$ cat src/rtl/digit_bcd_feeder.sv
// digit_bcd_feeder: converts a binary value to four BCD digits with the
// double-dabble algorithm (one iteration per clock) and packs them into a
// 32-bit display register word, one byte per digit.
// Optional feature: define DIGIT_LEAD_BLANK_EN to disable leading zero digits.
module digit_bcd_feeder #(
  parameter int unsigned BIN_WIDTH = 14
) (
  input  logic                 clk,
  input  logic                 rst,
  input  logic                 start,
  input  logic [BIN_WIDTH-1:0] binIn,
  input  logic [3:0]           dotMask,
  output logic                 busy,
  output logic                 done,
  output logic                 overflow,
  output logic [31:0]          digitWord
);

  localparam int unsigned CNT_W = $clog2(BIN_WIDTH + 1);
  localparam int unsigned CMP_W = (BIN_WIDTH > 14) ? BIN_WIDTH : 14;
  localparam logic [CNT_W-1:0] LAST_ITER = CNT_W'(BIN_WIDTH - 1);
  localparam logic [CMP_W-1:0] MAX_DISP  = CMP_W'(9999);
  localparam logic [31:0]      OVF_WORD  = 32'h2F2F2F2F;

  typedef enum logic [1:0] {
    IDLE  = 2'd0,
    SHIFT = 2'd1,
    PACK  = 2'd2
  } state_e;

  state_e               state_q, state_d;
  logic [BIN_WIDTH-1:0] bin_q, bin_d;
  logic [15:0]          bcd_q, bcd_d;
  logic [CNT_W-1:0]     cnt_q, cnt_d;
  logic [3:0]           dot_q, dot_d;
  logic                 ovf_pend_q, ovf_pend_d;
  logic                 busy_q, busy_d;
  logic                 done_q, done_d;
  logic                 overflow_q, overflow_d;
  logic [31:0]          word_q, word_d;
  logic [15:0]          bcd_adj_c;
  logic [3:0]           digit_en_c;
  logic [31:0]          pack_word_c;

  // Double-dabble correction: add 3 to every nibble that is 5 or more
  always_comb begin
    bcd_adj_c = bcd_q;
    for (int i = 0; i < 4; i++) begin
      if (bcd_q[4*i +: 4] >= 4'd5) begin
        bcd_adj_c[4*i +: 4] = bcd_q[4*i +: 4] + 4'd3;
      end
    end
  end

  // Digit enables: all on, or leading zero digits blanked (digit 0 always on)
  always_comb begin
    digit_en_c = 4'hF;
`ifdef DIGIT_LEAD_BLANK_EN
    digit_en_c[3] = |bcd_q[15:12];
    digit_en_c[2] = digit_en_c[3] | (|bcd_q[11:8]);
    digit_en_c[1] = digit_en_c[2] | (|bcd_q[7:4]);
    digit_en_c[0] = 1'b1;
`else
    digit_en_c = 4'hF;
`endif
  end

  // Display word assembly; an out-of-range value shows FFFF without dots
  always_comb begin
    pack_word_c = '0;
    for (int i = 0; i < 4; i++) begin
      pack_word_c[8*i +: 8] = {2'b00, digit_en_c[i], dot_q[i], bcd_q[4*i +: 4]};
    end
    if (ovf_pend_q) begin
      pack_word_c = OVF_WORD;
    end
  end

  // State register
  always_ff @(posedge clk or posedge rst) begin
    if (rst) begin
      state_q <= IDLE;
    end else begin
      state_q <= state_d;
    end
  end

  // Next-state logic
  always_comb begin
    state_d = state_q;
    unique case (state_q)
      IDLE:    if (start) state_d = SHIFT;
      SHIFT:   if (cnt_q == LAST_ITER) state_d = PACK;
      PACK:    state_d = IDLE;
      default: state_d = IDLE;
    endcase
  end

  // Datapath and output next values per state
  always_comb begin
    bin_d      = bin_q;
    bcd_d      = bcd_q;
    cnt_d      = cnt_q;
    dot_d      = dot_q;
    ovf_pend_d = ovf_pend_q;
    busy_d     = (state_d != IDLE);
    done_d     = 1'b0;
    overflow_d = overflow_q;
    word_d     = word_q;
    unique case (state_q)
      IDLE: begin
        if (start) begin
          bin_d      = binIn;
          dot_d      = dotMask;
          bcd_d      = '0;
          cnt_d      = '0;
          ovf_pend_d = (CMP_W'(binIn) > MAX_DISP);
        end
      end
      SHIFT: begin
        bcd_d = {bcd_adj_c[14:0], bin_q[BIN_WIDTH-1]};
        bin_d = bin_q << 1;
        cnt_d = cnt_q + CNT_W'(1);
      end
      PACK: begin
        word_d     = pack_word_c;
        overflow_d = ovf_pend_q;
        done_d     = 1'b1;
      end
      default: ;
    endcase
  end

  // Datapath and registered outputs
  always_ff @(posedge clk or posedge rst) begin
    if (rst) begin
      bin_q      <= '0;
      bcd_q      <= '0;
      cnt_q      <= '0;
      dot_q      <= '0;
      ovf_pend_q <= 1'b0;
      busy_q     <= 1'b0;
      done_q     <= 1'b0;
      overflow_q <= 1'b0;
      word_q     <= '0;
    end else begin
      bin_q      <= bin_d;
      bcd_q      <= bcd_d;
      cnt_q      <= cnt_d;
      dot_q      <= dot_d;
      ovf_pend_q <= ovf_pend_d;
      busy_q     <= busy_d;
      done_q     <= done_d;
      overflow_q <= overflow_d;
      word_q     <= word_d;
    end
  end

  assign busy      = busy_q;
  assign done      = done_q;
  assign overflow  = overflow_q;
  assign digitWord = word_q;

endmodule
$ cat config.mk
export PLATFORM = sky130hd
export DESIGN_NAME = digit_bcd_feeder
export DESIGN_NICKNAME = d
export VERILOG_FILES = /design/src/rtl/digit_bcd_feeder.sv
export SDC_FILE = /design/constraint.sdc
export NUM_CORES = 1
export LEC_CHECK = 0
export ABC_AREA = 1
export CORE_AREA = 5 5 81 83
export CTS_CLUSTER_DIAMETER = 40
export DETAILED_ROUTE_END_ITERATION = 10
export DIE_AREA = 0 0 86 88
export GPL_TIMING_DRIVEN = 0
export PLACE_DENSITY = 0.82
export REMOVE_ABC_BUFFERS = 1
export SYNTH_ARGS = -nofsm -noshare
export SYNTH_HDL_FRONTEND = slang
export SYNTH_SLANG_ARGS = --single-unit
$ cat constraint.sdc
create_clock -name clk -period 5.3 [get_ports clk]
set_input_delay 1.06 -clock clk [delete_from_list [all_inputs] [get_ports clk]]
set_output_delay 1.06 -clock clk [all_outputs]
set_load 0.03 [all_outputs]
## Word level (Yosys, flattened, before mapping)

Index checks and enable logic that the tools add are counted.

- Input port bits: 21
- Memories kept: 0
- Flip-flop bits (word level): 76
- Bits in latches: 0
- Output and inout port bits: 35
- Memory bits (writable): 0
- Word-level logic and storage cells: 44
- Memory bits (read-only): 0

- Order comparisons: 5
- Reductions and logical operators: 5
- Mux-type cells: 15
- Multipliers: 0
- Divide/modulo/power cells: 0
- Bitwise operators: 0
- $add $sub $neg: 5
- Equal/unequal tests: 4
- Shifts and indexed selects: 0

Operators by type and width:

| kind | count |
|---|---|
| case mux 16 bit (2 select lines) | 1 |
| 2-to-1 mux 29 bit | 1 |
| case mux 14 bit (2 select lines) | 1 |
| >= comparator 4 x 3 -> 1 bit, second input constant | 4 |
| 2-to-1 mux 16 bit | 1 |
| 2-to-1 mux 4 bit | 4 |
| > comparator 14 bit, second input constant | 1 |
| 2-to-1 mux 14 bit | 1 |
| adder 4 x 2 -> 4 bit, second input constant | 3 |
| case mux 4 bit (2 select lines) | 1 |
| adder 4 x 1 -> 4 bit, second input constant | 1 |
| == test 4 bit, second input constant | 1 |
| 2-to-1 mux 2 bit | 2 |
| case mux 2 bit (2 select lines) | 1 |
| AND reduction 2 bit | 2 |
| nonzero test 2 bit | 2 |
| adder 3 x 2 -> 3 bit, second input constant | 1 |
| 2-to-1 mux 3 bit | 1 |
| == test 2 x 1 -> 1 bit, second input constant | 1 |
| == test 2 bit, second input constant | 1 |
| logical NOT 2 bit | 1 |
| != test 2 bit, second input constant | 1 |
| 2-to-1 mux 1 bit | 1 |

## Longest topological paths before layout

- Depth after elaboration: 4
- Depth in mapped cells: 8
- Depth with buffers taken out: 8

## Worst setup path after synthesis

OpenSTA, ideal clock, no wires.

- Kind: flip-flop to output port
- From: register digitWord[21] (netlist name)
- To: output port digitWord[13]
- Data required time: 4240 ps
- Arrival time: 751 ps
- Path slack: 3489 ps
- Cell stages (with the launch flop): 2
- Path through: dfrtp_1 buf_4

RTL lines:

| what | RTL line | RTL |
|---|---|---|
| end, declared | 16 | `output logic [31:0] digitWord` |

## Worst setup path after layout

- From: input port start
- To: register bin_q[12]

- Longest elaborated chain between the ends: 2

Ends and longest elaborated chain:

| what | RTL line | RTL |
|---|---|---|
| start, declared | 10 | `input logic start,` |
| != test 2 bit (no line) | - |  |
| AND reduction 2 bit (no line) | - |  |
| end signal, assigned | 147 | `bin_q <= bin_d;` |
| end, declared | 32 | `logic [BIN_WIDTH-1:0] bin_q, bin_d;` |

No other way between the ends.
A chain may end at the register's enable or synchronous reset.

==> impl_summary.txt <==
----------------------------------------------------
[Layout]
  Register area ... 0.00163 mm²
  Area added between synthesis and finish ... 20.9%
  Multi-input gate area in the final layout ... between 0.001 and 0.0015 mm²
  Post-layout nets ... about 440
  Utilization after layout ... 64.9%
  Diode count ... 0
  Fraction of layout instances using a drive strength above 1 ... 7.32%
  Layout filler cell count ... 478

[Synthesis]
  Share of the synthesized area in compound gates (AO/OA/AOI/OAI) ... 7.54%
  Flip-flop and latch count after synthesis ... 65
  Share of synthesized cell area in full adder, half adder and majority cells ... 4.03%
  Most used DFF post-synth ... sky130_fd_sc_hd__dfrtp_1
  Area share of the largest cell type after synthesis ... 52.4%
  Asr flop ratio synth ... 100%
  Yosys synthesis warning count ... 0
  Count of unique library cells instantiated by Yosys ... 26
  Number of instances in the synthesized netlist ... 360
  Mean instance size in the synthesized netlist ... 8.62 µm²
  Count leader, synth ... sky130_fd_sc_hd__nand2_1
  Fraction of the yosys area taken by sequential cells ... 52.4%
  Post-synthesis mux area share ... 0%
  Post-synthesis share of cell area spent on and, or, nand and nor gates ... 26.0%
  Total standard cell area after synthesis ... 0.00310 mm²
  Cell types occupying the most area after synthesis ... sky130_fd_sc_hd__dfrtp_1 (52%), sky130_fd_sc_hd__nand2_1 (12%), sky130_fd_sc_hd__nand3_1 (5.0%), sky130_fd_sc_hd__ha_1 (4.0%), sky130_fd_sc_hd__inv_1 (3.8%)
  Share of the synthesized netlist area taken by xor and xnor gates ... 0%
  Synth area leader ... sky130_fd_sc_hd__dfrtp_1
  Post-synth EDFFs ... 0
  Main combinational cell family by area after synthesis ... simple AND/OR/NAND/NOR gates
  Post-synth top cells ... sky130_fd_sc_hd__nand2_1 (103), sky130_fd_sc_hd__dfrtp_1 (65), sky130_fd_sc_hd__inv_1 (31), sky130_fd_sc_hd__nand3_1 (31), sky130_fd_sc_hd__nor2_1 (28)

[Power]
  P_int ... 1.32 mW
  Total power consumption of the routed design ... around 2.3 mW
  Sequential share of power ... between 30% and 40%
  Switching power as a share of total power ... 41.7%
  Power per unit of standard cell area ... 604 mW/mm²
  Switching power of the nets ... 946 µW
  IR Drop Worst-Case VDD ... 0.411 mV
  Proportion of power drawn by the clock network ... 19.5%
  Static leakage ... 1.86 nW
  Logic pwr share ... 43.5%

[Placed design]
  Worst-case setup slack after placement ... about 2.4 ns
  Number of port buffers ... 47
  Total half-perimeter wirelength after legalization and detailed placement ... roughly 4100 µm
  Final Wtd Congestion ... about 0.84

[Clocking]
  Number of hold buffers added after CTS ... 0
  Clk sink count ... 65
  TritonCTS clock tree ... built
  Maximum clock insertion buffer count ... 2
  Clock transition at path regs ... 0.07 ns
  Number of buffers inserted to repair setup after CTS ... 0
  Buffer type at the clock tree root ... sky130_fd_sc_hd__clkbuf_8
  CTS H-tree depth ... 3
  Post_cts resized ... 0
  Clock Latency Late Sink ... 0.35 ns
  Inserted Clock Buffers ... 9

[GRT]
  Antenna violations before repair ... 0
  First-pass GRT wire length ... 10900 µm
  Overall routing resource usage ... 18.7%
  Total gr overflow ... 0
  Largest net degree at the start of global routing ... 45
  Via count of the first global-routing pass ... 2473

[Timing]
  Endpoints failing hold ... 0
  PnR worst setup slack ... roughly 2.8 ns
  RSZ-0062 raised after global routing ... false
  Maximum clock rate ... 0.399 GHz
  Setup TNS ... 0 ns
  Final critical path time including I/O delays and setup ... 2.51 ns
  Portion of the clock cycle consumed by the worst path in the final layout ... 47.3%
  Setup-violating endpoint count in the final report ... 0
  Max-slew violations ... 0
  Worst slew slack as a fraction of its limit ... between 20% and 30%
  Slew at the pin closest to its max-slew limit ... about 1.1 ns
  Setup skew after layout ... 0.00778 ns

[Critical path]
  Required time of the critical path ... 5.58 ns
  Crit path capture type ... flop
  Nature of the critical path startpoint ... input pin
  Worst Path Class, Setup ... input pin to flop
  Biggest fanout along the worst timing path ... 20
  Crit path DAT ... 2.79 ns

[Routing]
  Avg WL per Cell ... 13.1 µm
  Detailed Route WL ... 6350 µm
  Number of vias after detailed routing ... 2497
  Number of vias per cell ... 5.15
  DRC Markers ... 0
  Detailed-router iteration count before antenna repair ... 4
  DRC violation total after the first TritonRoute iteration ... between 100 and 150
  Detail Route Antenna Nets ... 0

[Floorplan]
  Die Width ... 86 µm
  Core Box Area ... 0.00578 mm²
  Number of cell rows ... 28
  Effective utilization at floorplan ... 53.7%
  Chip Height ... 88 µm
  Area of the die ... 0.00757 mm²
  I/O pin total ... 56

[Status]
  Run status ... finished, final reports clean

[Hold path]
  Class of the worst hold path ... flop to flop

[Run]
  MaxCap Viol Count ... 0

----------------------------------------------------
-- layout make-up --
| cell class | count | share of cell area, % |
|---|---|---|
| Sequential cell | 65 | 43.4 |
| Multi-Input combinational cell | 245 | 31.9 |
| Timing Repair Buffer | 48 | 13.1 |
| Clock buffer | 14 | 4.60 |
| Inverter | 36 | 3.67 |
| Tap cell | 75 | 2.50 |
| Clock inverter | 2 | 0.934 |
-- critical path, stage by stage --
cell and delay, ns:
sky130_fd_sc_hd__clkdlybuf4s50_1 0.50, sky130_fd_sc_hd__nand2_2 0.07, sky130_fd_sc_hd__nor2_1 0.82, sky130_fd_sc_hd__nand2_1 0.20, sky130_fd_sc_hd__nand3_2 0.13
-- sequential cells by signal (all words and copies together), names as in the netlist --
name	cells
bcd_q	16
ovf_pend_q	1
busy	1
cnt_q	4
dot_q	4
digitWord	21
overflow	1
done	1
state_q	2
bin_q	14
-- metal layers --
metal | wire length [µm] | vias to the layer above | global-route usage (%)
li1 | - | 1223 | -
met1 | 2810 | 1169 | 21.9
met2 | 2980 | 91 | 32.0
met3 | 387 | 14 | 3.48
met4 | 172 | 0 | 11.1
met5 | 0 | - | 0
-- layout by cell type (no fill, tap or decap), drive strengths merged --
cell / count
or2: 1
nand4: 9
o22ai: 1
o211ai: 1
clkdlybuf4s50: 47
nand3: 34
buf: 1
nand2: 107
dfrtp: 65
clkbuf: 14
ha: 10
a21oi: 18
conb: 8
nor4: 1
clkinv: 1
bufinv: 1
nor2: 29
o21ai: 23
o21bai: 2
inv: 36
nor3: 1
-- worst paths after layout --
kind                       slack (ns)        from  depth (start not counted)   endpoint
setup / recovery                 2.79       start                          5  bin_q[12]
hold / removal                   0.48    bin_q[0]                          2   bin_q[0]
setup reg to reg                 3.48  state_q[1]                          5  bin_q[12]
hold reg to reg                  0.48    bin_q[0]                          2   bin_q[0]
min in group asynchronous        1.06         rst                          2   bin_q[8]
max in group asynchronous        3.66         rst                          3   bcd_q[3]
-- power groups by stage --
stage               logic, mW  registers, mW  clock network, mW
floorplan               0.581          0.937                  0
global placement        0.938          0.836                  0
detailed placement      0.980          0.843                  0
CTS                     0.990          0.839              0.446
global route             1.11          0.868              0.465
finish                  0.985          0.839              0.442
-- through the flow --
step	cell area [µm²]	hold WS [ns]	cells
final	3750	0.481	485
after global routing	3750	0.506	485
after floorplan	2960	0.442	346
after detailed placement	3540	0.466	469
after global placement	3520	0.458	468
after CTS	3750	0.485	485
-- kinds of logic after synthesis --
kind of cell             after synthesis
AND/OR/NAND/NOR                      182
flip-flops                            65
buffers and inverters                 57
AO/OA/AOI/OAI                         45
adder cells (fa/ha/maj)               10
other                                  1
(Power assumes the default switching activity.)
